$ cat config.mk
export PLATFORM = sky130hd
export DESIGN_NAME = vlsu_ar_splitter
export DESIGN_NICKNAME = d
export VERILOG_FILES = /design/src/rtl/vlsu_ar_splitter.sv
export SDC_FILE = /design/constraint.sdc
export NUM_CORES = 1
export LEC_CHECK = 0
export CORE_AREA = 2 2 164 166
export CTS_BUF_LIST = sky130_fd_sc_hd__clkbuf_4 sky130_fd_sc_hd__clkbuf_8 sky130_fd_sc_hd__clkbuf_16
export CTS_CLUSTER_DIAMETER = 200
export CTS_CLUSTER_SIZE = 14
export DETAILED_ROUTE_END_ITERATION = 16
export DIE_AREA = 0 0 166 168
export PLACE_DENSITY = 0.83
export SYNTH_ARGS = -nofsm -noshare
export SYNTH_HDL_FRONTEND = slang
export SYNTH_SLANG_ARGS = --single-unit
$ cat constraint.sdc
create_clock -name clk_i -period 18.6 [get_ports clk_i]
set_clock_uncertainty 0.05 [all_clocks]
set_input_delay 3.72 -clock clk_i [delete_from_list [all_inputs] [get_ports clk_i]]
set_output_delay 3.72 -clock clk_i [all_outputs]
set_load 0.005 [all_outputs]
$ cat src/rtl/vlsu_ar_splitter.sv
// Splits INCR AR bursts into sub-bursts bounded by MaxBeats and 4 KiB pages; masks RLAST on non-final sub-bursts.
// Define VLSU_AR_SPLIT_STATS_EN to add the nr_split_o counter of requests that were split.
module vlsu_ar_splitter #(
   parameter int unsigned AxiAddrWidth  = 64,
   parameter int unsigned AxiDataWidth  = 128,
   parameter int unsigned MaxBeats      = 16,
   parameter int unsigned NrOutstanding = 4
) (
   input  logic                    clk_i,
   input  logic                    rst_ni,
   input  logic [AxiAddrWidth-1:0] slv_ar_addr_i,
   input  logic [7:0]              slv_ar_len_i,
   input  logic [2:0]              slv_ar_size_i,
   input  logic [1:0]              slv_ar_burst_i,
   input  logic                    slv_ar_valid_i,
   output logic                    slv_ar_ready_o,
   output logic [AxiAddrWidth-1:0] mst_ar_addr_o,
   output logic [7:0]              mst_ar_len_o,
   output logic [2:0]              mst_ar_size_o,
   output logic [1:0]              mst_ar_burst_o,
   output logic                    mst_ar_valid_o,
   input  logic                    mst_ar_ready_i,
   input  logic [AxiDataWidth-1:0] mst_r_data_i,
   input  logic [1:0]              mst_r_resp_i,
   input  logic                    mst_r_last_i,
   input  logic                    mst_r_valid_i,
   output logic                    mst_r_ready_o,
   output logic [AxiDataWidth-1:0] slv_r_data_o,
   output logic [1:0]              slv_r_resp_o,
   output logic                    slv_r_last_o,
   output logic                    slv_r_valid_o,
`ifdef VLSU_AR_SPLIT_STATS_EN
   output logic [31:0]             nr_split_o,
`endif
   input  logic                    slv_r_ready_i
);

   localparam int unsigned PtrW      = $clog2(NrOutstanding);
   localparam logic [PtrW:0] Depth   = (PtrW+1)'(NrOutstanding);
   localparam logic [12:0] MaxBeatsL = 13'(MaxBeats);
   localparam logic [1:0] BurstIncr  = 2'd1;

   typedef enum logic {IDLE, SPLIT} state_e;

   state_e                  state_q;
   logic [AxiAddrWidth-1:0] addr_q;
   logic [2:0]              size_q;
   logic [1:0]              burst_q;
   logic [8:0]              beats_left_q;

   logic [NrOutstanding-1:0] final_q;
   logic [PtrW-1:0]          wr_ptr_q, rd_ptr_q;
   logic [PtrW:0]            count_q;

   logic full, empty, push, pop, slv_ar_hs, is_final;
   logic [12:0] page_beats, n_incr;
   logic [8:0]  n;
   logic [AxiAddrWidth-1:0] next_addr;

   // NOTE: always_comb uses blocking assignments and assigns every output first, so no latch is inferred.
   always_comb begin
      page_beats = (13'd4096 - {1'b0, addr_q[11:0]}) >> size_q;
      if (page_beats == 13'd0) page_beats = 13'd1;
      n_incr = {4'd0, beats_left_q};
      if (MaxBeatsL < n_incr) n_incr = MaxBeatsL;
      if (page_beats < n_incr) n_incr = page_beats;
      n = (burst_q == BurstIncr) ? n_incr[8:0] : beats_left_q;
   end

   // An unaligned start address is aligned down before advancing, so later sub-bursts start aligned.
   assign next_addr = ((addr_q >> size_q) << size_q) + (AxiAddrWidth'(n) << size_q);
   assign is_final  = (beats_left_q == n);

   assign full      = (count_q == Depth);
   assign empty     = (count_q == '0);
   assign slv_ar_hs = slv_ar_valid_i && slv_ar_ready_o;
   assign push      = mst_ar_valid_o && mst_ar_ready_i;
   assign pop       = mst_r_valid_i && slv_r_ready_i && mst_r_last_i && !empty;

   assign slv_ar_ready_o = (state_q == IDLE);
   assign mst_ar_valid_o = (state_q == SPLIT) && !full;
   assign mst_ar_addr_o  = addr_q;
   assign mst_ar_len_o   = 8'(n - 9'd1);
   assign mst_ar_size_o  = size_q;
   assign mst_ar_burst_o = burst_q;

   assign slv_r_valid_o = mst_r_valid_i;
   assign mst_r_ready_o = slv_r_ready_i;
   assign slv_r_data_o  = mst_r_data_i;
   assign slv_r_resp_o  = mst_r_resp_i;
   assign slv_r_last_o  = mst_r_last_i && !empty && final_q[rd_ptr_q];

   // NOTE: sequential blocks use non-blocking assignments so every register samples pre-edge values.
   always_ff @(posedge clk_i or negedge rst_ni) begin
      if (!rst_ni) begin
         state_q      <= IDLE;
         addr_q       <= '0;
         size_q       <= '0;
         burst_q      <= '0;
         beats_left_q <= '0;
      end else begin
         case (state_q)
            IDLE: if (slv_ar_hs) begin
               addr_q       <= slv_ar_addr_i;
               size_q       <= slv_ar_size_i;
               burst_q      <= slv_ar_burst_i;
               beats_left_q <= {1'b0, slv_ar_len_i} + 9'd1;
               state_q      <= SPLIT;
            end
            SPLIT: if (push) begin
               addr_q       <= next_addr;
               beats_left_q <= beats_left_q - n;
               if (is_final) state_q <= IDLE;
            end
            default: state_q <= IDLE;
         endcase
      end
   end

   // NOTE: the tracking FIFO is a few flops, so it is reset along with its pointers to drop stale entries.
   always_ff @(posedge clk_i or negedge rst_ni) begin
      if (!rst_ni) begin
         final_q  <= '0;
         wr_ptr_q <= '0;
         rd_ptr_q <= '0;
         count_q  <= '0;
      end else begin
         if (push) begin
            final_q[wr_ptr_q] <= is_final;
            wr_ptr_q          <= wr_ptr_q + 1'b1;
         end
         if (pop) rd_ptr_q <= rd_ptr_q + 1'b1;
         case ({push, pop})
            2'b10:   count_q <= count_q + 1'b1;
            2'b01:   count_q <= count_q - 1'b1;
            default: count_q <= count_q;
         endcase
      end
   end

`ifdef VLSU_AR_SPLIT_STATS_EN
   logic first_q;

   always_ff @(posedge clk_i or negedge rst_ni) begin
      if (!rst_ni) begin
         first_q    <= 1'b0;
         nr_split_o <= '0;
      end else begin
         if (slv_ar_hs) first_q <= 1'b1;
         else if (push) first_q <= 1'b0;
         if (push && first_q && !is_final && (nr_split_o != '1))
            nr_split_o <= nr_split_o + 32'd1;
      end
   end
`endif

   r_valid_needs_entry: assert property (@(posedge clk_i) disable iff (!rst_ni)
      mst_r_valid_i |-> !empty);

endmodule

After elaboration in Yosys (flattened, before gate mapping)
Index checks and enable logic that the tools add are counted.
{ "classes": {"add_sub_neg": 9, "n_lt_le_gt_ge": 5, "n_eq_ne": 7, "shifts": 4, "muxes": 20, "bitwise_logic": 1, "reduce_logical": 16} }
{ "ops": {"columns": ["operator", "n"], "rows": [
  ["2-to-1 mux 64 bit", 2],
  ["case mux 64 bit (2 select lines)", 1],
  ["adder 64 bit", 1],
  ["<< shifter 64 x 3 -> 64 bit", 1],
  ["<< shifter 9 x 3 -> 64 bit", 1],
  [">> shifter 64 x 3 -> 64 bit", 1],
  ["2-to-1 mux 9 bit", 5],
  ["case mux 9 bit (2 select lines)", 1],
  ["zero test 13 bit", 1],
  ["< comparator 13 x 9 -> 1 bit", 1],
  ["2-to-1 mux 13 bit", 1],
  [">> shifter 13 x 3 -> 13 bit", 1],
  ["subtractor 13 x 12 -> 13 bit (first input constant)", 1],
  ["adder 8 x 1 -> 9 bit (second input constant)", 1],
  ["equality test 9 bit", 1],
  ["logical AND 1 bit", 9],
  ["< comparator 5 x 9 -> 1 bit (first input constant)", 1],
  ["subtractor 9 bit", 1],
  ["subtractor 8 x 1 -> 8 bit (second input constant)", 1],
  ["< comparator 2 x 3 -> 1 bit (second input constant)", 2],
  ["case mux 3 bit (2 select lines)", 1],
  ["2-to-1 mux 1 bit", 5],
  ["adder 2 x 1 -> 2 bit (second input constant)", 2],
  ["bitwise mux 4 bit", 1],
  ["other kinds (15)", 19]
]} }
{ "word_totals": {"reg_bits": 90, "in_bits": 214, "wordCells": 71} }

Logic depth before layout (Yosys ltp)
{ "logic_depth": {"depth_word": 11, "mapped_depth": 36} }

Worst setup path before layout
Ideal clock, no wire load.
{ "synth_timing": {"path_type": "register -> output", "startpoint": "register addr_q[3] (netlist: mst_ar_addr_o[3])", "endpoint": "output port mst_ar_len_o[6]", "t_arrival_ps": 4722, "t_required_ps": 14830, "setup_slack_ps": 10108, "stages_incl_launch_ff": 20, "path_buffers": 2, "cell_sequence": "dfrtp_1 or4_4 buf_6 nor3_1 o21ai_0 o21ai_0 a31o_2 ha_1 a21o_1 a21o_1 a21oi_1 o21ai_0 or3b_1 buf_2 nand2b_1 and3_1 a21oi_1 ha_1 nand4_1 xor2_1"} }
{ "synth_between": {"elab_chain_len": 8} }
{ "synth_rtl": {"columns": ["item", "line", "text"], "rows": [
  ["start: declaration", "46", "logic [AxiAddrWidth-1:0] addr_q;"],
  ["start signal: assignment", "104", "addr_q <= slv_ar_addr_i;"],
  ["start signal: assignment", "111", "addr_q <= next_addr;"],
  ["subtractor 13 x 12 -> 13 bit (*)", "62", "page_beats = (13'd4096 - {1'b0, addr_q[11:0]}) >> size_q;"],
  [">> shifter 13 x 3 -> 13 bit (*)", "62", null],
  ["zero test 13 bit", "63", "if (page_beats == 13'd0) page_beats = 13'd1;"],
  ["2-to-1 mux 13 bit (*)", "63", null],
  ["< comparator 13 x 9 -> 1 bit", "66", "if (page_beats < n_incr) n_incr = page_beats;"],
  ["2-to-1 mux 9 bit (*)", "66", null],
  ["2-to-1 mux 9 bit (*)", "67", "n = (burst_q == BurstIncr) ? n_incr[8:0] : beats_left_q;"],
  ["subtractor 8 x 1 -> 8 bit (*)", "83", "assign mst_ar_len_o = 8'(n - 9'd1);"],
  ["end: declaration", "18", "output logic [7:0] mst_ar_len_o,"]
]} }
Mark *: on every way between the ends. The rest lies on a longest branch, timed or not.

Final worst setup path
Same ends and word-level chain as after synthesis.

==> results.txt <==
DR iter-0 viols: 762
Worst hold path class: flip-flop to flip-flop
Reg2Reg Depth: 30
Post-Synthesis Cell Area: 9330 µm²
Final cell count without fillers: 1,519
Initial antenna violation count: 0
Starting Density: 35.4%
First-pass GRT wire length: 48,700 µm
Worst reg2reg endpoint: mst_ar_addr_o[22]$_DFFE_PN0P_
CP Launch Type: flip-flop
Pwr Density: 194 nW/µm²
Gr usage total: 21.5%
Crit path kind: flip-flop to output port
CTS tree: built
EDFF count, synth: 0
Layout area overhead: 12.7%
Die H: 168 µm
Worst setup margin: 8380 ps
FF-to-FF setup slack: 9580 ps
Mapped Cells: 1,192
DR WL/cell: 20.1 µm
Hold_buf cts: 0
Clock root buffer: clkbuf_16
H-tree Lvls: 3
Final setup vio count: 0
Clk_lat worst skew: 360 ps
Crit Path Max Fanout: 14
# DRC: 0
Ys async rst share: 100%
Worst Setup End Kind: output port
Max_cap viols: 0
Cell Rows: 60
Synth Flop Type: dfrtp_1
Detail Placement HPWL: 22,500 µm
Via count: 8,958
Port Buf Inserts: 165
Post-layout nets: 1,431
Share of cells above drive strength 1: 5.94%
Width of the die: 166 µm
WHS Endpoint: rd_ptr_q[1]$_DFFE_PN0P_
Total congestion overflow: 0
RD Place Congestion: 0.929
Full die area: 27,900 µm²
Post-CTS setup buffer count: 0
Largest net degree at the start of global routing: 63
I/O pin cnt: 426
Tcrit/Tclk final: 54.9%
Setup WS pre-CTS: 8830 ps
RSZ-0062 raised after global routing: false
Clock Tree Buf Depth: 2
Number of global-route vias before repair: 8,802
Clk slew on worst S/H paths: 80 ps
Worst r2r src: mst_ar_addr_o[3]$_DFFE_PN0P_
WL final: 30,600 µm
Setup Total Neg Slack: 0 ps
Detailed Routing Iterations Pass 1: 5
Max-slew violations: 0
Post-synth cell types: 89
Rel. slew slack: 29.1%
Arr. time, crit path: 6450 ps
Cell total after placement: 1,503
Mean Syn Cell Area: 7.83 µm²
Final Hold Fails: 0
Worst path required time: 14,830 ps
Register area share after synthesis: 24.1%
Post-route ant nets: 0
Clock sinks: 90
Lkg Pwr: 4.34 nW
Power Total: 0.00204 W
Worst IR drop on VDD: 139 µV
Post-DR vias/cell: 5.90
Core Box Area: 26,400 µm²
Final min period: 10,220 ps
Resized Gates After CTS: 0
Peak Freq: 97.8 MHz
Num CTS Buffers: 9
Yosys warns: 0
Hold path start: rd_ptr_q[1]$_DFFE_PN0P_
ANT cells: 0
Hold depth: 1
Status: finished, final reports clean
Synthesis-stage register bit count: 90
Worst-Margin Slew: 1060 ps
## flip-flops by register name (all words and copies together) (netlist names)
name            cells
beats_left_q        9
count_q             3
final_q             4
mst_ar_addr_o      64
mst_ar_burst_o      2
mst_ar_size_o       3
rd_ptr_q            2
state_q             1
wr_ptr_q            2
## metrics by stage
step | hold slack [ps] | util, % | cell area [µm²]
after floorplan | 403 | - | 9340
after global placement | 422 | 38.7 | 10200
after detailed placement | 425 | 38.7 | 10200
after CTS | 434 | 39.9 | 10500
after global routing | 474 | 39.9 | 10500
final | 438 | 39.9 | 10500
## power by group
| part | internal [W] | switching, W | total, W | leakage (nW) |
|---|---|---|---|---|
| Sequential | 0.000263 | 0.000108 | 0.000370 | 1.14 |
| Combinational | 0.000644 | 0.000820 | 0.00146 | 3.05 |
| Clock | 0.000107 | 0.0000937 | 0.000201 | 0.146 |
## cell usage after synthesis (6+ instances only)
master / number / area [µm²]
buf_4: 132 / 991
mux2i_1: 28 / 280
a21oi_1: 103 / 515
xnor2_1: 32 / 280
nor3_1: 15 / 75.1
dfrtp_1: 90 / 2250
or3_1: 8 / 50.1
nor4_1: 8 / 50.1
a22oi_1: 6 / 45.0
inv_1: 28 / 105
o22ai_1: 45 / 282
a211o_1: 6 / 52.6
a31oi_1: 13 / 81.3
o21ai_0: 63 / 315
mux2_2: 10 / 113
ha_1: 41 / 513
buf_1: 6 / 22.5
and4_1: 6 / 52.6
a211oi_1: 12 / 90.1
nor2_1: 91 / 342
clkbuf_1: 64 / 240
nand3_1: 31 / 155
and2_1: 13 / 81.3
xor2_1: 22 / 193
a21o_1: 26 / 195
nand4_1: 27 / 169
nor2b_1: 7 / 43.8
nand2b_1: 12 / 75.1
nand2_1: 102 / 383
and3_1: 26 / 163
## logic make-up (layout without fill, tap and decap cells)
family	after synthesis	in the layout	synth area share (%)
compound gates	353	353	24.7
xor+xnor	54	54	5.07
fa+ha+maj	44	44	6.14
buf+inv	239	222	15.2
flops	90	90	24.1
mux	41	41	4.94
other cells	1	4	0.0402
simple gates	370	370	19.9
## how the worst max path moves through the flow
stage                            endpoint                    startpoint  cells past startpoint  slack (ps)
after floorplan           mst_ar_len_o[6]  mst_ar_addr_o[3]$_DFFE_PN0P_                     19       10110
after global placement    mst_ar_len_o[6]  mst_ar_addr_o[3]$_DFFE_PN0P_                     19        8950
after detailed placement  mst_ar_len_o[6]  mst_ar_addr_o[3]$_DFFE_PN0P_                     19        8830
after CTS                 mst_ar_len_o[6]  mst_ar_addr_o[3]$_DFFE_PN0P_                     19        8420
after global routing      mst_ar_len_o[4]  mst_ar_addr_o[0]$_DFFE_PN0P_                     20        7820
final                     mst_ar_len_o[6]  mst_ar_addr_o[3]$_DFFE_PN0P_                     19        8380
## layout by cell type (no fill, tap or decap), types with 7 or more instances in the layout
| cell | netlist | layout |
|---|---|---|
| buf_4 | 132 | 12 |
| nor2_1 | 91 | 91 |
| clkdlybuf4s50_1 | 0 | 164 |
| clkbuf_16 | 0 | 9 |
| nand3_1 | 31 | 31 |
| xnor2_1 | 32 | 32 |
| o21ai_0 | 63 | 63 |
| a211oi_1 | 12 | 12 |
| mux2_2 | 10 | 10 |
| nand2_1 | 102 | 100 |
| nor4_1 | 8 | 8 |
| nand2b_1 | 12 | 12 |
| a21oi_1 | 103 | 103 |
| mux2i_1 | 28 | 28 |
| nand4_1 | 27 | 27 |
| xor2_1 | 22 | 22 |
| and2_1 | 13 | 13 |
| dfrtp_1 | 90 | 89 |
| inv_1 | 28 | 28 |
| and3_1 | 26 | 26 |
| nor3_1 | 15 | 15 |
| o22ai_1 | 45 | 45 |
| ha_1 | 41 | 41 |
| a31oi_1 | 13 | 13 |
| nor2b_1 | 7 | 7 |
| or3_1 | 8 | 8 |
| a21o_1 | 26 | 26 |
## layer usage
| layer | part of all wire [%] | GRT usage, % | vias up |
|---|---|---|---|
| met5 | 0 | 0 | - |
| met4 | 3.3 | 8.77 | 0 |
| met3 | 6.8 | 4.30 | 91 |
| met2 | 48 | 36.4 | 399 |
| met1 | 42 | 27.0 | 4319 |
| li1 | - | - | 4149 |
## layout make-up
type,count,area (µm²)
Clock buffer,9,225
Sequential cell,90,2250
Tap cell,341,427
Fill cell,2640,15800
Clock inverter,7,85.1
Inverter,30,113
Timing Repair Buffer,176,1730
Multi-Input combinational cell,866,5680
## critical path: stages (launching register included)
cell	delay, ps
dfrtp_1	570
or4_4	720
or4_4	480
nand3_1	120
o21ai_0	140
a21oi_1	220
o21ai_0	180
ha_1	270
a21o_1	170
a21o_1	160
a21oi_1	160
o21ai_0	180
or3b_1	550
nand2b_1	210
and3_1	190
a21oi_1	630
ha_1	330
nand4_1	110
xor2_1	170
clkdlybuf4s50_1	520
No activity file was read; power rests on OpenSTA's default activity.
==> patch 1, RTL diff (same flow settings) <==
Add a define of `VLSU_AR_SPLIT_STATS_EN`.
--- a/src/rtl/vlsu_ar_splitter.sv
+++ b/src/rtl/vlsu_ar_splitter.sv
@@ -1,5 +1,7 @@
 // Splits INCR AR bursts into sub-bursts bounded by MaxBeats and 4 KiB pages; masks RLAST on non-final sub-bursts.
 // Define VLSU_AR_SPLIT_STATS_EN to add the nr_split_o counter of requests that were split.
+`define VLSU_AR_SPLIT_STATS_EN
+
 module vlsu_ar_splitter #(
    parameter int unsigned AxiAddrWidth  = 64,
    parameter int unsigned AxiDataWidth  = 128,
New outputs: nr_split_o. Check against the original RTL: not settled (the Yosys comparison gave no result); the edit may change what the design does.
==> patch 1 against the unedited design <==
Die area unchanged. Final area up 23%. Sequential cell count up 33. Power up 26%. Hold slack worse by 0.014 ns. Sequential power up 23%. Worst setup slack worse by 0.24 ns. Synthesized cell count up 14%. Largest cell class unchanged. Combinational power up 19%. Wire length up 14%. Area after synthesis up 19%. Register-to-register slack worse by 0.02 ns. Largest power group unchanged. Via count up 15%.
==> patch 1: results <==
run_status:
  outcome: "completed"
worst_hold_path:
  whs_path_depth: 2
  min_to: "first_q"
route:
  vias_per_cell: 5.959
  wl_met2_microns: 16270
  vias: 10300
  wire_per_inst_microns: 20.17
  drt-met1-wl_microns: 14540
synthesis:
  synthTopCellsByArea: "dfrtp_1, buf_4, xnor2_1"
  synthAdderAreaFrac: 0.05279
  synth_xor_area_frac: 0.06949
  synth_common_cells: "buf_4, dfrtp_1, nand2_1"
  avgSynthCellArea_sq_um: 8.144
  synthMuxAreaShare: 0.04467
  ys_seq_area_frac: 0.2775
  synthDistinctLibCells: 97
  synth_top_cell_area_share: 0.2775
finish:
  multi_input_area_share: 0.5032
  multi_input_area_sq_um: 6496
  fillCellCount: 2463
  area_share_nonclk_buffers: 0.1618
  clock_buffers: 21
  nets: 1634
  drive_gt1_frac: 0.07493
worst_setup_path:
  rr_endpoint: "mst_ar_addr_o[47]"
  critPathMaxFanout: 8
pwr:
  power_leakage_nw: 5.308
global_route:
  grt_max_degree: 72
  grtUsageMet3: 0.05783
  met2_usage: 0.3987
  grt_use_total: 0.2471
place:
  place_congestion: 0.9344
  dp.final_hpwl_microns: 25370
  io_buffer_count: 197
patch 1: worst max-delay path: stages (launching register included):
cell,delay (ns)
dfrtp_1,0.45
inv_1,0.12
ha_1,0.26
nor2b_1,0.54
a311oi_1,0.22
a311oi_1,0.72
a21boi_4,0.19
mux2i_1,0.27
inv_1,0.08
ha_1,0.20
a21o_1,0.18
a21o_1,0.17
a21o_1,0.23
a2111oi_4,0.42
a31oi_4,0.13
a21o_1,0.27
o21ai_1,0.25
and2_1,0.36
ha_1,0.26
inv_1,0.05
nor3_1,0.22
xnor2_1,0.14
clkdlybuf4s50_1,0.52
patch 1: power groups by stage:
stage | Clock (mW) | Combinational [mW] | Sequential, mW
after global placement | 0 | 1.69 | 0.451
after CTS | 0.367 | 1.73 | 0.452
final | 0.363 | 1.74 | 0.454
after global routing | 0.380 | 1.91 | 0.468
after detailed placement | 0 | 1.71 | 0.455
after floorplan | 0 | 1.25 | 0.410
==> patch 2, RTL diff (same flow settings) <==
Made on the original files. `AxiAddrWidth`: 64 -> 128.
--- a/src/rtl/vlsu_ar_splitter.sv
+++ b/src/rtl/vlsu_ar_splitter.sv
@@ -1,7 +1,7 @@
 // Splits INCR AR bursts into sub-bursts bounded by MaxBeats and 4 KiB pages; masks RLAST on non-final sub-bursts.
 // Define VLSU_AR_SPLIT_STATS_EN to add the nr_split_o counter of requests that were split.
 module vlsu_ar_splitter #(
-   parameter int unsigned AxiAddrWidth  = 64,
+   parameter int unsigned AxiAddrWidth  = 128,
    parameter int unsigned AxiDataWidth  = 128,
    parameter int unsigned MaxBeats      = 16,
    parameter int unsigned NrOutstanding = 4
Interface: changed (resized mst_ar_addr_o and slv_ar_addr_i); port bits go from 426 to 554. The function was not compared with the original's and may differ.
==> patch 2 against the unedited design <==
Power up 48%. Wire length increased by 54%. Area after synthesis grew 42%. Sequential power is 91% higher. Critical endpoint unchanged. Worst setup slack better by 0.14 ns. First-iteration DRC count increased by 78%. Sequential cell count is 64 higher. Largest cell class unchanged. Sequential share of layout area grew 2.7 points. Final area grew 52%. Highest routed layer is now met5. Count of clock-buffer cells in the layout grew 9. Synthesized cell count rose by 39%.
==> patch 2: results <==
route:
  wire_per_inst_microns: 22.21
  first_pass_iters: 6
  first_iter_violations: 1354
  vias: 13610
pwr:
  power_leakage_nw: 6.378
  peakVddDrop_uv: 175.2
synthesis:
  synth_common_cells: "a21oi_1, dfrtp_1, nand2_1"
  yosysWarnings: 0
  synthTopCellsByArea: "dfrtp_1, buf_4, a21oi_1"
  synthDistinctLibCells: 98
  yosysMostFrequentCell: "a21oi_1"
  ys_seq_area_frac: 0.2905
  avgSynthCellArea_sq_um: 7.993
worst_setup_path:
  rr_endpoint: "mst_ar_addr_o[115]"
  cp-endpoint: "mst_ar_len_o[6]"
  rrSetupSlack_ns: 9.29
  critPathMaxFanout: 12
  worst_ep_arrival_time_ns: 6.31
  rr_worst_depth: 28
global_route:
  grt_pass1_wl_microns: 72460
  grt_pass1_vias: 13100
  antenna_found_initial: 4
  grt_use_total: 0.3239
  grt_max_degree: 98
place:
  post_dp_cell_area_sq_um: 15340
  io_buffer_count: 293
  place_congestion: 0.9305
  dp.final_hpwl_microns: 33950
finish:
  largest_reg_flops: 128
  fin_cells: 2116
  drive_gt1_frac: 0.06719
worst_hold_path:
  hold_class: "reg2reg"
cts:
  cts_max_path_buffers: 2
  htreeDepth: 4
  clk_latency_ns: 0.44
  cts_buffers: 17
timing:
  relSlewSlack: 0.2014
run_status:
  outcome: "completed"
==> patch 2: changes by cell type in the layout (fill, tap and decap cells not counted), sizes merged, moves of 16 or more <==
cell           before  now
a21oi             104  159
and3               26   44
clkdlybuf4s50     164  292
dfrtp              90  154
mux2i              28   44
nand2             102  137
nand3              31   64
nand4              27   45
nor2               92  135
nor3               17   63
o22ai              45   79
==> patch 2: per-stage QoR <==
stage                     hold slack (ns)  worst slack, ns
after floorplan                    0.4028            10.18
after global placement             0.4207            9.040
after detailed placement           0.4241            9.008
after CTS                          0.4499            8.524
after global routing               0.4623            8.110
final                              0.4493            8.519
==> patch 2: where the power goes <==
| part | internal (mW) | switching (mW) |
|---|---|---|
| clock network | 0.185 | 0.177 |
| registers | 0.470 | 0.235 |
| logic | 0.900 | 1.04 |
==> patch 2: worst min-delay path by stage <==
stage | slack (ns) | cells past startpoint | startpoint | endpoint
2_1_floorplan | 0.40 | 1 | rd_ptr_q[1] | rd_ptr_q[1]
3_3_place_gp | 0.42 | 1 | rd_ptr_q[1] | rd_ptr_q[1]
3_5_place_dp | 0.42 | 1 | rd_ptr_q[1] | rd_ptr_q[1]
4_1_cts | 0.45 | 1 | rd_ptr_q[1] | rd_ptr_q[1]
5_1_grt | 0.46 | 1 | rd_ptr_q[1] | rd_ptr_q[1]
6_report | 0.45 | 1 | rd_ptr_q[1] | rd_ptr_q[1]
==> patch 2: area by class of cell <==
cell class	instances	area (sq um)
Antenna cell	4	10.01
Clock buffer	18	439.2
Clock inverter	14	173.9
Fill cell	2322	10380
Inverter	41	153.9
Multi-Input combinational cell	1234	7844
Sequential cell	154	3857
Tap cell	341	426.7
Timing Repair Buffer	310	3062
==> patch 2: per-layer routing <==
metal  up-vias  GRT usage  wire (microns)
li1       6142          -               -
met3       165    0.08980            4654
met1      6522     0.4013           18240
met4         2     0.1376            1987
met2       780     0.5329           22100
met5         -          0              14
==> patch 2: kinds of logic after synthesis <==
kind of cell,count (synthesis),synth area share
and+or+nand+nor,605,0.2327
AOI/OAI and AO/OA,452,0.2171
buffers and inverters,275,0.1210
DFF,154,0.2905
xor gates and xnor gates,71,0.04687
muxes,59,0.04932
adders and majority gates,43,0.04225
other,1,0.0002826
==> patch 2: worst max-delay path: stages, from the launching register on <==
cell and delay, ns:
dfrtp_1 0.51, or4_1 0.81, nor4_4 0.38, xnor2_1 0.24, o22ai_1 0.14, or2_2 0.33
mux2i_1 0.24, ha_1 0.30, a21oi_1 0.13, nor2_1 0.06, a211oi_1 0.27, nand3_1 0.11
a21oi_1 0.20, o2111a_2 0.28, o41ai_4 0.12, a32oi_1 0.64, ha_1 0.33, nand4_1 0.11
xor2_1 0.16, clkdlybuf4s50_1 0.51
